<file path="src/rtl/fetch_pkg.sv">
// Shared types and helpers for the instruction fetch stage.
// XLEN fixes the entry field width; instantiate instruction_fetch with DWIDTH == XLEN.
package fetch_pkg;

  localparam int unsigned XLEN = 32;

  localparam logic [XLEN-1:0] NOP = 32'h0000_0013;

  typedef struct packed {
    logic [XLEN-1:0] pc;
    logic [XLEN-1:0] instr;
    logic            filled;
  } fetch_entry_t;

  function automatic int unsigned ptr_w(input int unsigned depth);
    return (depth > 1) ? $clog2(depth) : 1;
  endfunction

endpackage

</file>
<file path="src/rtl/fetch_queue.sv">
// In-order fetch buffer: entries are allocated at request time, filled by responses and
// retired to decode, each through its own wrapping pointer.
module fetch_queue
  import fetch_pkg::*;
#(
  parameter int unsigned DWIDTH = XLEN,
  parameter int unsigned DEPTH  = 4,
  localparam int unsigned PtrW  = ptr_w(DEPTH)
) (
  input  logic              clk_i,
  input  logic              rst_i,
  input  logic              clear_i,
  input  logic              alloc_i,
  input  logic [DWIDTH-1:0] alloc_pc_i,
  input  logic              fill_i,
  input  logic [DWIDTH-1:0] fill_data_i,
  input  logic              retire_i,
  output logic [PtrW:0]     count_o,
  output logic [PtrW:0]     unfilled_o,
  output logic              head_valid_o,
  output logic [DWIDTH-1:0] head_instr_o,
  output logic [DWIDTH-1:0] head_pc_o
);

  fetch_entry_t    entry_q [DEPTH];
  fetch_entry_t    entry_d [DEPTH];
  logic [PtrW-1:0] alloc_ptr_q, alloc_ptr_d;
  logic [PtrW-1:0] fill_ptr_q, fill_ptr_d;
  logic [PtrW-1:0] head_ptr_q, head_ptr_d;
  logic [PtrW:0]   count_q, count_d;
  logic [PtrW:0]   unfilled_q, unfilled_d;

  always_comb begin
    entry_d     = entry_q;
    alloc_ptr_d = alloc_ptr_q;
    fill_ptr_d  = fill_ptr_q;
    head_ptr_d  = head_ptr_q;
    count_d     = count_q;
    unfilled_d  = unfilled_q;
    if (clear_i) begin
      // Clear wins over any same-cycle allocate, fill or retire.
      alloc_ptr_d = '0;
      fill_ptr_d  = '0;
      head_ptr_d  = '0;
      count_d     = '0;
      unfilled_d  = '0;
      for (int i = 0; i < int'(DEPTH); i++) begin
        entry_d[i].filled = 1'b0;
      end
    end else begin
      if (alloc_i) begin
        entry_d[alloc_ptr_q].pc     = alloc_pc_i;
        entry_d[alloc_ptr_q].instr  = '0;
        entry_d[alloc_ptr_q].filled = 1'b0;
        alloc_ptr_d                 = alloc_ptr_q + PtrW'(1);
      end
      if (fill_i) begin
        entry_d[fill_ptr_q].instr  = fill_data_i;
        entry_d[fill_ptr_q].filled = 1'b1;
        fill_ptr_d                 = fill_ptr_q + PtrW'(1);
      end
      if (retire_i) begin
        head_ptr_d = head_ptr_q + PtrW'(1);
      end
      count_d    = count_q + (PtrW+1)'(alloc_i) - (PtrW+1)'(retire_i);
      unfilled_d = unfilled_q + (PtrW+1)'(alloc_i) - (PtrW+1)'(fill_i);
    end
  end

  always_ff @(posedge clk_i) begin
    if (rst_i) begin
      alloc_ptr_q <= '0;
      fill_ptr_q  <= '0;
      head_ptr_q  <= '0;
      count_q     <= '0;
      unfilled_q  <= '0;
      for (int i = 0; i < int'(DEPTH); i++) begin
        entry_q[i] <= '0;
      end
    end else begin
      alloc_ptr_q <= alloc_ptr_d;
      fill_ptr_q  <= fill_ptr_d;
      head_ptr_q  <= head_ptr_d;
      count_q     <= count_d;
      unfilled_q  <= unfilled_d;
      entry_q     <= entry_d;
    end
  end

  assign count_o      = count_q;
  assign unfilled_o   = unfilled_q;
  assign head_valid_o = (count_q != '0) && entry_q[head_ptr_q].filled;
  assign head_instr_o = entry_q[head_ptr_q].instr;
  assign head_pc_o    = entry_q[head_ptr_q].pc;

  a_fill_allocated: assert property (@(posedge clk_i) disable iff (rst_i)
    (fill_i && !clear_i) |-> (unfilled_q != '0));

endmodule

</file>
<file path="src/rtl/instruction_fetch.sv">
// Fetch stage: issues in-order word fetches at the current PC, tracks responses owed to
// flushed requests, and hands PC-tagged instructions to decode.
module instruction_fetch
  import fetch_pkg::*;
#(
  parameter int unsigned DWIDTH = XLEN,
  parameter int unsigned DEPTH  = 4
) (
  input  logic              Clk_Core,
  input  logic              Rst_Core,
  input  logic [DWIDTH-1:0] Program_Count,
  input  logic              Flush,
  output logic              Run,
  output logic              Imem_Req_Valid,
  input  logic              Imem_Req_Ready,
  output logic [DWIDTH-1:0] Imem_Req_Addr,
  input  logic              Imem_Resp_Valid,
  input  logic [DWIDTH-1:0] Imem_Resp_Data,
  output logic              Instr_Valid,
  input  logic              Instr_Ready,
  output logic [DWIDTH-1:0] Instr,
  output logic [DWIDTH-1:0] Instr_PC
);

  localparam int unsigned PtrW = ptr_w(DEPTH);

  logic [PtrW:0]     count;
  logic [PtrW:0]     unfilled;
  logic [PtrW:0]     drop_q, drop_d;
  logic [PtrW:0]     flush_drop;
  logic [PtrW+1:0]   occupancy;
  logic              accept;
  logic              fill;
  logic              retire;
  logic              head_valid;
  logic [DWIDTH-1:0] head_instr;
  logic [DWIDTH-1:0] head_pc;

  // Responses still owed to dropped requests reserve slots just like live entries.
  assign occupancy      = {1'b0, count} + {1'b0, drop_q};
  assign Imem_Req_Valid = !Rst_Core && !Flush && (occupancy < (PtrW+2)'(DEPTH));
  assign Imem_Req_Addr  = Program_Count;
  assign accept         = Imem_Req_Valid && Imem_Req_Ready;
  assign Run            = accept;

  assign fill   = Imem_Resp_Valid && (drop_q == '0) && (unfilled != '0);
  assign retire = Instr_Valid && Instr_Ready;

  always_comb begin
    drop_d     = drop_q;
    flush_drop = drop_q + unfilled;
    if (Flush) begin
      drop_d = flush_drop;
      if (Imem_Resp_Valid && (flush_drop != '0)) begin
        drop_d = flush_drop - (PtrW+1)'(1);
      end
    end else if (Imem_Resp_Valid && (drop_q != '0)) begin
      drop_d = drop_q - (PtrW+1)'(1);
    end
  end

  always_ff @(posedge Clk_Core) begin
    if (Rst_Core) begin
      drop_q <= '0;
    end else begin
      drop_q <= drop_d;
    end
  end

  fetch_queue #(
    .DWIDTH (DWIDTH),
    .DEPTH  (DEPTH)
  ) u_fetch_queue (
    .clk_i        (Clk_Core),
    .rst_i        (Rst_Core),
    .clear_i      (Flush),
    .alloc_i      (accept),
    .alloc_pc_i   (Program_Count),
    .fill_i       (fill),
    .fill_data_i  (Imem_Resp_Data),
    .retire_i     (retire),
    .count_o      (count),
    .unfilled_o   (unfilled),
    .head_valid_o (head_valid),
    .head_instr_o (head_instr),
    .head_pc_o    (head_pc)
  );

  assign Instr_Valid = !Rst_Core && head_valid;
  assign Instr       = Instr_Valid ? head_instr : '0;
  assign Instr_PC    = Instr_Valid ? head_pc : '0;

  a_drop_bound: assert property (@(posedge Clk_Core) disable iff (Rst_Core)
    drop_q <= (PtrW+1)'(DEPTH));

  a_resp_expected: assert property (@(posedge Clk_Core) disable iff (Rst_Core)
    Imem_Resp_Valid |-> ((drop_q != '0) || (unfilled != '0)));

  a_addr_stable: assert property (@(posedge Clk_Core) disable iff (Rst_Core)
    (Imem_Req_Valid && !Imem_Req_Ready) |=> $stable(Imem_Req_Addr));

endmodule

</file>
<file path="config.mk">
export PLATFORM = sky130hd
export DESIGN_NAME = instruction_fetch
export DESIGN_NICKNAME = d
export VERILOG_FILES = /design/src/rtl/fetch_pkg.sv /design/src/rtl/fetch_queue.sv /design/src/rtl/instruction_fetch.sv
export SDC_FILE = /design/constraint.sdc
export NUM_CORES = 1
export LEC_CHECK = 0
export CAP_MARGIN = 30
export CORE_UTILIZATION = 45
export CTS_CLUSTER_SIZE = 40
export DETAILED_ROUTE_END_ITERATION = 10
export GPL_TIMING_DRIVEN = 0
export PLACE_DENSITY = 0.68
export RECOVER_POWER = 25
export SLEW_MARGIN = 20
export SYNTH_ARGS = -nofsm -noshare
export SYNTH_HDL_FRONTEND = slang
export SYNTH_HIERARCHICAL = 1
export SYNTH_SLANG_ARGS = --single-unit
</file>
<file path="constraint.sdc">
create_clock -name Clk_Core -period 6.94 [get_ports Clk_Core]
set_clock_uncertainty 0.05 [all_clocks]
set_input_delay 1.388 -clock Clk_Core [delete_from_list [all_inputs] [get_ports Clk_Core]]
set_output_delay 1.388 -clock Clk_Core [all_outputs]
set_load 0.01 [all_outputs]
</file>
* Word level (Yosys, flattened, before mapping)
Index checks and enable logic that the tools add are counted.
Cells by class: reduce and logical (&&, ||, !) cells 21, order comparisons 6, bitwise operators 3, add/sub/neg operators 11, mux-type cells 26
Operator list (number):
- bitwise mux 260 bit | 5
- two-way mux 260 bit | 3
- demux 65 bit (select 2 bit) | 5
- two-way mux 65 bit | 3
- binary-select mux 65 bit (select 2 bit) | 1
- two-way mux 33 bit | 2
- two-way mux 32 bit | 2
- logical AND 1 bit | 12
- nonzero test 3 bit | 4
- >= comparator 3 bit, second input constant | 3
- two-way mux 3 bit | 3
- NOT 2 -> 3 bit | 3
- adder 2 x 1 -> 2 bit, second input constant | 3
- adder 3 x 1 -> 3 bit | 2
- < comparator 3 x 1 -> 1 bit, second input constant | 2
- subtractor 3 x 1 -> 3 bit | 2
- subtractor 3 x 1 -> 3 bit, second input constant | 2
- adder 3 x 3 -> 4 bit | 1
- < comparator 4 x 3 -> 1 bit, second input constant | 1
- adder 3 bit | 1
- zero test 3 bit | 1
- zero test 1 bit | 2
- two-way mux 1 bit | 2
- nonzero test 2 bit | 1
- OR reduction 2 bit | 1
Word-level totals: input port bits 70, register bits 275, word-level logic and storage cells 85, output and inout bits 99

* Longest topological paths before layout
Gate-level depths: netlist of the first run.
depth in word-level cells 13, depth in mapped cells 14, mapped depth without buffers 12

* Cells and area by module
The synthesis of the first run kept the hierarchy.
Modules (own cells, without submodules):
- fetch_queue | seq. area each 5445.2 µm², instances 1, area each 11121.9 µm², cells an instance 1055
- instruction_fetch | seq. area each 60.1 µm², instances 1, area each 1049.8 µm², cells an instance 146

* Worst setup path after synthesis of the first run
OpenSTA, ideal clock, no wires.
kind in2out, from input port Rst_Core, to output port Run, arrival time 2.555 ns, setup slack 2.947 ns, cell stages on the path 3, path buffers 0, data required time 5.502 ns, cells stage by stage or4_1 -> a311oi_2 -> and2_1
Between the ends: word-level cells in the longest chain between the ends 4
Ends and longest elaborated chain:
- start: declaration | RTL line instruction_fetch.sv:10 | input logic Rst_Core,
- zero test 1 bit | RTL line instruction_fetch.sv:41 | assign Imem_Req_Valid = !Rst_Core && !Flush && (occupancy < (PtrW+2)'(DEPTH));
- logical AND 1 bit (2 in series) | RTL line instruction_fetch.sv:41
- net Imem_Req_Valid | RTL line instruction_fetch.sv:14 | output logic Imem_Req_Valid,
- logical AND 1 bit | RTL line instruction_fetch.sv:43 | assign accept = Imem_Req_Valid && Imem_Req_Ready;
- end: declaration | RTL line instruction_fetch.sv:13 | output logic Run,
The timed path passes the listed nets, and every way through them passes these cells.

* Final worst setup path of the first run
from input port Rst_Core, to output port Instr[18]
Between the ends: word-level cells in the longest chain between the ends 3
Ends and longest elaborated chain:
- zero test 1 bit | RTL line instruction_fetch.sv:89 | assign Instr_Valid = !Rst_Core && head_valid;
- logical AND 1 bit | RTL line instruction_fetch.sv:89
- two-way mux 32 bit | RTL line instruction_fetch.sv:90 | assign Instr = Instr_Valid ? head_instr : '0;
- end: declaration | RTL line instruction_fetch.sv:21 | output logic [DWIDTH-1:0] Instr,
Every way passes these cells.

==> flow_summary_export.csv, run 1 <==
group,metric,value,unit
grt,grt_pass1_wl,52.1,mm
sta,rsz0062_at_grt,"no",
cells_and_area,layout.nets,1491,
routing,drtAntennaViolNets,0,
sta,tns,0,ns
clock_network,clk_pin_slew_worst_paths,0.06,ns
routing,routed_wl,33.0,mm
place,numPortBuffers,168,
critical_path,rr_worst_depth,10,
clock_network,htreeDepth,1,
synthesis,synth_top_area_share,0.452,
critical_path,reg2reg_from,"drop_q[2]$_SDFFE_PP0P_",
grt,grt_pass1_vias,9439,
clock_network,ctsHoldBuffers,0,
critical_path,path_max_fanout,11,
sta,slew_headroom,0.561,
routing,remaining_drc_errors,11,
hold_path,hp-class,"reg2reg",
power_and_ir_drop,internal_power,2.59,mW
sta,period_share,0.830,
die,num_rows,59,
clock_network,cts_root_buf,"clkbuf_16",
cells_and_area,antennaDiodeCount,0,
clock_network,clk_path_buf_depth,3,
sta,fmax,0.174,GHz
power_and_ir_drop,switching_share,0.227,
critical_path,r2r_slack,3.20,ns
synthesis,synth_fp_nets,1293,
power_and_ir_drop,powerDensity,222,nW/µm²
die,ios,169,
hold_path,min_delay_path_depth,2,
synthesis,yosys.area.top_type,"dfxtp_1",
power_and_ir_drop,p_comb_frac,0.077,
routing,dr.first_iter.drc_count,732,
power_and_ir_drop,peakVddDrop,0.192,mV
critical_path,critPathRequiredTime,5.50,ns
clock_network,cts_made_buffers,28,
cells_and_area,stdcell_count,1752,
clock_network,cts_tree,"done",
synthesis,synth.area.top_cells,"dfxtp_1, mux4_2, o2bb2ai_1, nand2_1, a21oi_1",
die,die-area,27700,µm²
die,start_util,0.463,
sta,slew_violations,0,
grt,track_usage,0.237,
synthesis,synth.distinct_cells,41,
critical_path,start_kind,"input port",
routing,wire_per_inst,18.8,µm
power_and_ir_drop,p_leak,5.19,nW
synthesis,synth-main-ff-cell,"dfxtp_1",
die,die_x,166,µm
cells_and_area,drive_above_1_share,0.153,
clock_network,post-cts-setup-buffers,0,
clock_network,clock_latency,0.54,ns
synthesis,async_flop_share,0,
grt,antenna_found_initial,1,
place,dpl.hpwl,22.2,mm
run_status,violations,"DRC",
synthesis,ys_ff_latch,275,
clock_network,clock_sinks,275,
synthesis,synthCells,1201,
synthesis,synth_commonest_cells,"dfxtp_1, nand2_1, a21oi_1, o2bb2ai_1, and2_1",
run_status,status,"complete, but fails checks",
grt,grt_max_degree,14,
critical_path,worstPathArrival,4.32,ns
sta,final-setup-viol-count,0,
critical_path,cp-end-kind,"output pin",
cells_and_area,fillers,2321,
synthesis,yosysMostFrequentCell,"dfxtp_1",
place,numPlacedInstances,1704,
routing,vias,9621,
die,fp.dieH,166,µm
place,gp_congestion,0.787,
synthesis,synth_edf_count,0,
clock_network,post_cts_resized,0,
sta,worstMarginPinSlew,0.658,ns
grt,grt_overflow,0,
synthesis,seq_area_frac_synth,0.452,
synthesis,avgSynthCellArea,10.1,µm²
cells_and_area,syn2layout_area_growth,23.6,%
routing,viasPerCell,5.49,
synthesis,synth_area,12200,µm²
cells_and_area,fin_util,0.572,
power_and_ir_drop,switchingPower,0.759,mW
cells_and_area,multi_input_area,5700,µm²
die,coreArea,26300,µm²
sta,hold_viol,0,
routing,drtPass1Iterations,10,
critical_path,criticalPathCategory,"in2out",
power_and_ir_drop,p_clk_frac,0.443,
run,maxCapViolCount,0,
power_and_ir_drop,p_seq_frac,0.479,
cells_and_area,regArea,5510,µm²
sta,finalCriticalPeriod,5.76,ns
synthesis,yosys_warnings,6,
-- worst max-delay path, cell delays in order --
cell	delay (ns)
dlygate4sd3_1	0.75
and2b_1	0.33
clkbuf_1	0.51
clkbuf_1	0.50
and2_1	0.28
clkdlybuf4s50_1	0.56
-- area by class of cell --
class | instances | share of cell area
plain buffers | 128 | 0.0509
clock buffers | 40 | 0.0556
clock inverters | 8 | 0.00474
inverters | 17 | 0.00441
multi-input cells | 781 | 0.379
flip-flops and latches | 275 | 0.366
well taps | 335 | 0.0279
repair buffers | 168 | 0.112
-- per-layer routing --
layer | track usage | up-vias | part of all wire
met1 | 0.329 | 4659 | 0.44
met5 | 0 | - | 0.00039
li1 | - | 4571 | -
met4 | 0.0580 | 2 | 0.019
met3 | 0.0257 | 44 | 0.059
met2 | 0.395 | 345 | 0.48
-- worst max-delay path by stage --
stage	startpoint	end	depth (start not counted)
after floorplan	Rst_Core	Run	3
after global placement	Rst_Core	Instr[17]	6
after detailed placement	Rst_Core	Instr[18]	6
after CTS	Rst_Core	Instr[18]	6
after global routing	Rst_Core	Instr[18]	6
final	Rst_Core	Instr[18]	6
-- kinds of logic after synthesis --
logic type	share of synthesized area
AO/OA/AOI/OAI	0.164
XOR/XNOR	0.00863
adder cells (fa/ha/maj)	0.0245
buffers and inverters	0.0755
flip-flops	0.452
multiplexers	0.123
AND/OR/NAND/NOR	0.153
-- layout by cell type (no fill, tap or decap), drive strengths merged, types with 6 or more instances in the layout --
cell           instances
dfxtp                275
nand2                268
clkdlybuf4s50        166
a21oi                136
o2bb2ai              128
buf                   97
clkbuf                71
and2                  69
mux4                  65
nand2b                33
ha                    19
inv                   18
nor2                  14
xnor2                 10
clkinv                 6
-- stage by stage --
step / hold WS (ns) / setup WS, ns / area (µm²) / total power, mW
6_report: 0.402 / 1.18 / 15000 / 3.34
5_1_grt: 0.416 / 1.05 / 15000 / 3.45
4_1_cts: 0.403 / 1.19 / 15200 / 3.37
3_5_place_dp: 0.391 / 1.19 / 14300 / 1.91
3_3_place_gp: 0.388 / 1.16 / 14300 / 1.90
2_1_floorplan: 0.377 / 2.95 / 12200 / 1.79
-- power groups by stage --
stage | Combinational, mW | Sequential, mW | Clock, mW
2_1_floorplan | 0.151 | 1.63 | 0
3_3_place_gp | 0.265 | 1.64 | 0
3_5_place_dp | 0.269 | 1.64 | 0
4_1_cts | 0.271 | 1.60 | 1.50
5_1_grt | 0.282 | 1.60 | 1.57
6_report | 0.259 | 1.60 | 1.48
Power figures use the tool's default switching activity.
==> inputs of run 2 (changes only) <==
Settings changed: PLACE_DENSITY 0.68 to 0.7.
Clock period 6.94 ns to 5.05 ns, I/O delays scaled along.
==> run 2 against run 1 <==
Net effect: the run still ends with DRC left; final cell count rose by 0.11%; first-iteration DRC count rose by 9.6%; critical path depth fell by 1; highest routed layer is now met4.
==> flow_summary_export.csv, run 2 (same netlist as run 1, synthesis figures left out) <==
group,metric,value,unit
die,fp.dieH,166,µm
clock_network,clock_sinks,275,
routing,remaining_drc_errors,9,
sta,slew_violations,0,
routing,vias,9634,
die,num_rows,59,
critical_path,worstPathArrival,3.81,ns
critical_path,rr_worst_depth,10,
sta,final-setup-viol-count,0,
clock_network,cts_root_buf,"clkbuf_16",
routing,viasPerCell,5.49,
routing,drtPass1Iterations,10,
routing,routed_wl,33.1,mm
place,dpl.hpwl,22.0,mm
cells_and_area,layout.nets,1491,
sta,worstMarginPinSlew,0.623,ns
cells_and_area,fin_util,0.572,
place,numPortBuffers,168,
power_and_ir_drop,powerDensity,305,nW/µm²
power_and_ir_drop,p_leak,5.20,nW
critical_path,start_kind,"input port",
power_and_ir_drop,peakVddDrop,0.227,mV
power_and_ir_drop,switchingPower,1.06,mW
critical_path,path_buf_inv,3,
power_and_ir_drop,p_comb_frac,0.077,
sta,period_share,0.964,
sta,slew_headroom,0.583,
clock_network,ctsHoldBuffers,0,
cells_and_area,final_common_cell,"dfxtp_1",
hold_path,hp-class,"reg2reg",
hold_path,min_delay_path_depth,2,
critical_path,cp-end-kind,"output pin",
critical_path,reg2reg_from,"drop_q[2]$_SDFFE_PP0P_",
critical_path,slowest_delay,0.78,ns
critical_path,r2r_slack,1.29,ns
clock_network,post_cts_resized,0,
sta,fmax,0.205,GHz
critical_path,crit_family,"buffers and inverters",
routing,drtAntennaViolNets,0,
clock_network,clock_latency,0.55,ns
place,placed_cell_area,14300,µm²
cells_and_area,final_cell_mix,"dfxtp_1, nand2_1, a21oi_1, clkdlybuf4s50_1, o2bb2ai_1",
sta,rsz0062_at_grt,"no",
clock_network,clk_pin_slew_worst_paths,0.06,ns
sta,tns,0,ns
run_status,status,"complete, but fails checks",
critical_path,criticalPathCategory,"in2out",
place,numPlacedInstances,1704,
sta,hold_viol,0,
cells_and_area,drive_above_1_share,0.154,
grt,antenna_found_initial,0,
grt,track_usage,0.237,
die,start_util,0.463,
clock_network,cts_tree,"done",
run,maxCapViolCount,0,
critical_path,critPathRequiredTime,3.99,ns
grt,grt_max_degree,15,
run_status,violations,"DRC",
clock_network,post-cts-setup-buffers,0,
grt,grt_pass1_wl,52.4,mm
routing,dr.first_iter.drc_count,802,
power_and_ir_drop,p_clk_frac,0.443,
power_and_ir_drop,internal_power,3.52,mW
clock_network,cts_made_buffers,29,
cells_and_area,final_area,15000,µm²
clock_network,clk_path_buf_depth,3,
die,coreArea,26300,µm²
grt,grt_overflow,0,
clock_network,htreeDepth,1,
power_and_ir_drop,p_seq_frac,0.480,
cells_and_area,stdcell_count,1754,
routing,wire_per_inst,18.8,µm
place,gp_congestion,0.800,
die,die_x,166,µm
sta,finalCriticalPeriod,4.87,ns
grt,grt_pass1_vias,9580,
power_and_ir_drop,finalPower,4.59,mW
power_and_ir_drop,switching_share,0.231,
cells_and_area,syn2layout_area_growth,23.6,%
cells_and_area,antennaDiodeCount,0,
die,ios,169,
die,die-area,27700,µm²
critical_path,crit_chain,"dlygate4sd3_1 -> and2b_1 -> clkbuf_1 -> and2_1 -> clkdlybuf4s50_1",
critical_path,path_max_fanout,12,
critical_path,slowest_stage,"dlygate4sd3_1",
-- run 2: changes by cell type in the layout (fill, tap and decap cells not counted), sizes merged --
cell / delta
clkbuf: -2
clkdlybuf4s50: -31
clkinv: +3
clkinvlp: +1
dlygate4sd3: +31
-- run 2: power groups by stage --
stage | Combinational, mW | Sequential, mW | Clock [mW]
2_1_floorplan | 0.207 | 2.25 | 0
3_3_place_gp | 0.363 | 2.25 | 0
3_5_place_dp | 0.368 | 2.25 | 0
4_1_cts | 0.371 | 2.20 | 2.05
5_1_grt | 0.383 | 2.20 | 2.14
6_report | 0.351 | 2.20 | 2.03
-- run 2: through the flow --
stage,worst slack [ns],hold WS [ns]
after global placement,0.0541,0.388
after CTS,0.0256,0.401
final,0.180,0.402
after floorplan,1.76,0.377
after global routing,0.129,0.417
after detailed placement,0.0933,0.391
-- run 2: metal layers --
layer | part of all wire | vias up | track usage
li1 | - | 4568 | -
met1 | 0.44 | 4651 | 0.326
met2 | 0.47 | 356 | 0.392
met3 | 0.062 | 59 | 0.0283
met4 | 0.024 | 0 | 0.0700
met5 | 0 | - | 0
-- run 2: worst max-delay path by stage --
stage,depth (start not counted),slack [ns],end,from
2_1_floorplan,9,1.76,u_fetch_queue/count_o[2]$_SDFF_PP0_,Rst_Core
3_3_place_gp,6,0.05,Instr[17],Rst_Core
3_5_place_dp,6,0.09,Instr[17],Rst_Core
4_1_cts,6,0.03,Instr[20],Rst_Core
5_1_grt,5,0.13,Instr_PC[0],Rst_Core
6_report,5,0.18,Instr[20],Rst_Core
-- run 2: cell type report --
type / count / area (µm²)
plain buffers: 127 / 768
fillers: 2285 / 11200
multi-input cells: 781 / 5700
clock inverters: 12 / 91.3
clock buffers: 39 / 813
repair buffers: 168 / 1680
well taps: 335 / 419
flip-flops and latches: 275 / 5510
inverters: 17 / 66.3
-- run 2: worst reg2reg max path, stage by stage, from the launching register on --
cell and delay [ns]:
dfxtp_1 0.41, ha_1 0.26, or4_1 0.50, a311oi_1 0.40
and2_0 0.37, clkbuf_1 0.41, clkbuf_1 0.51, nand3b_2 0.28
buf_2 0.27, nand2_1 0.10, a21oi_1 0.06
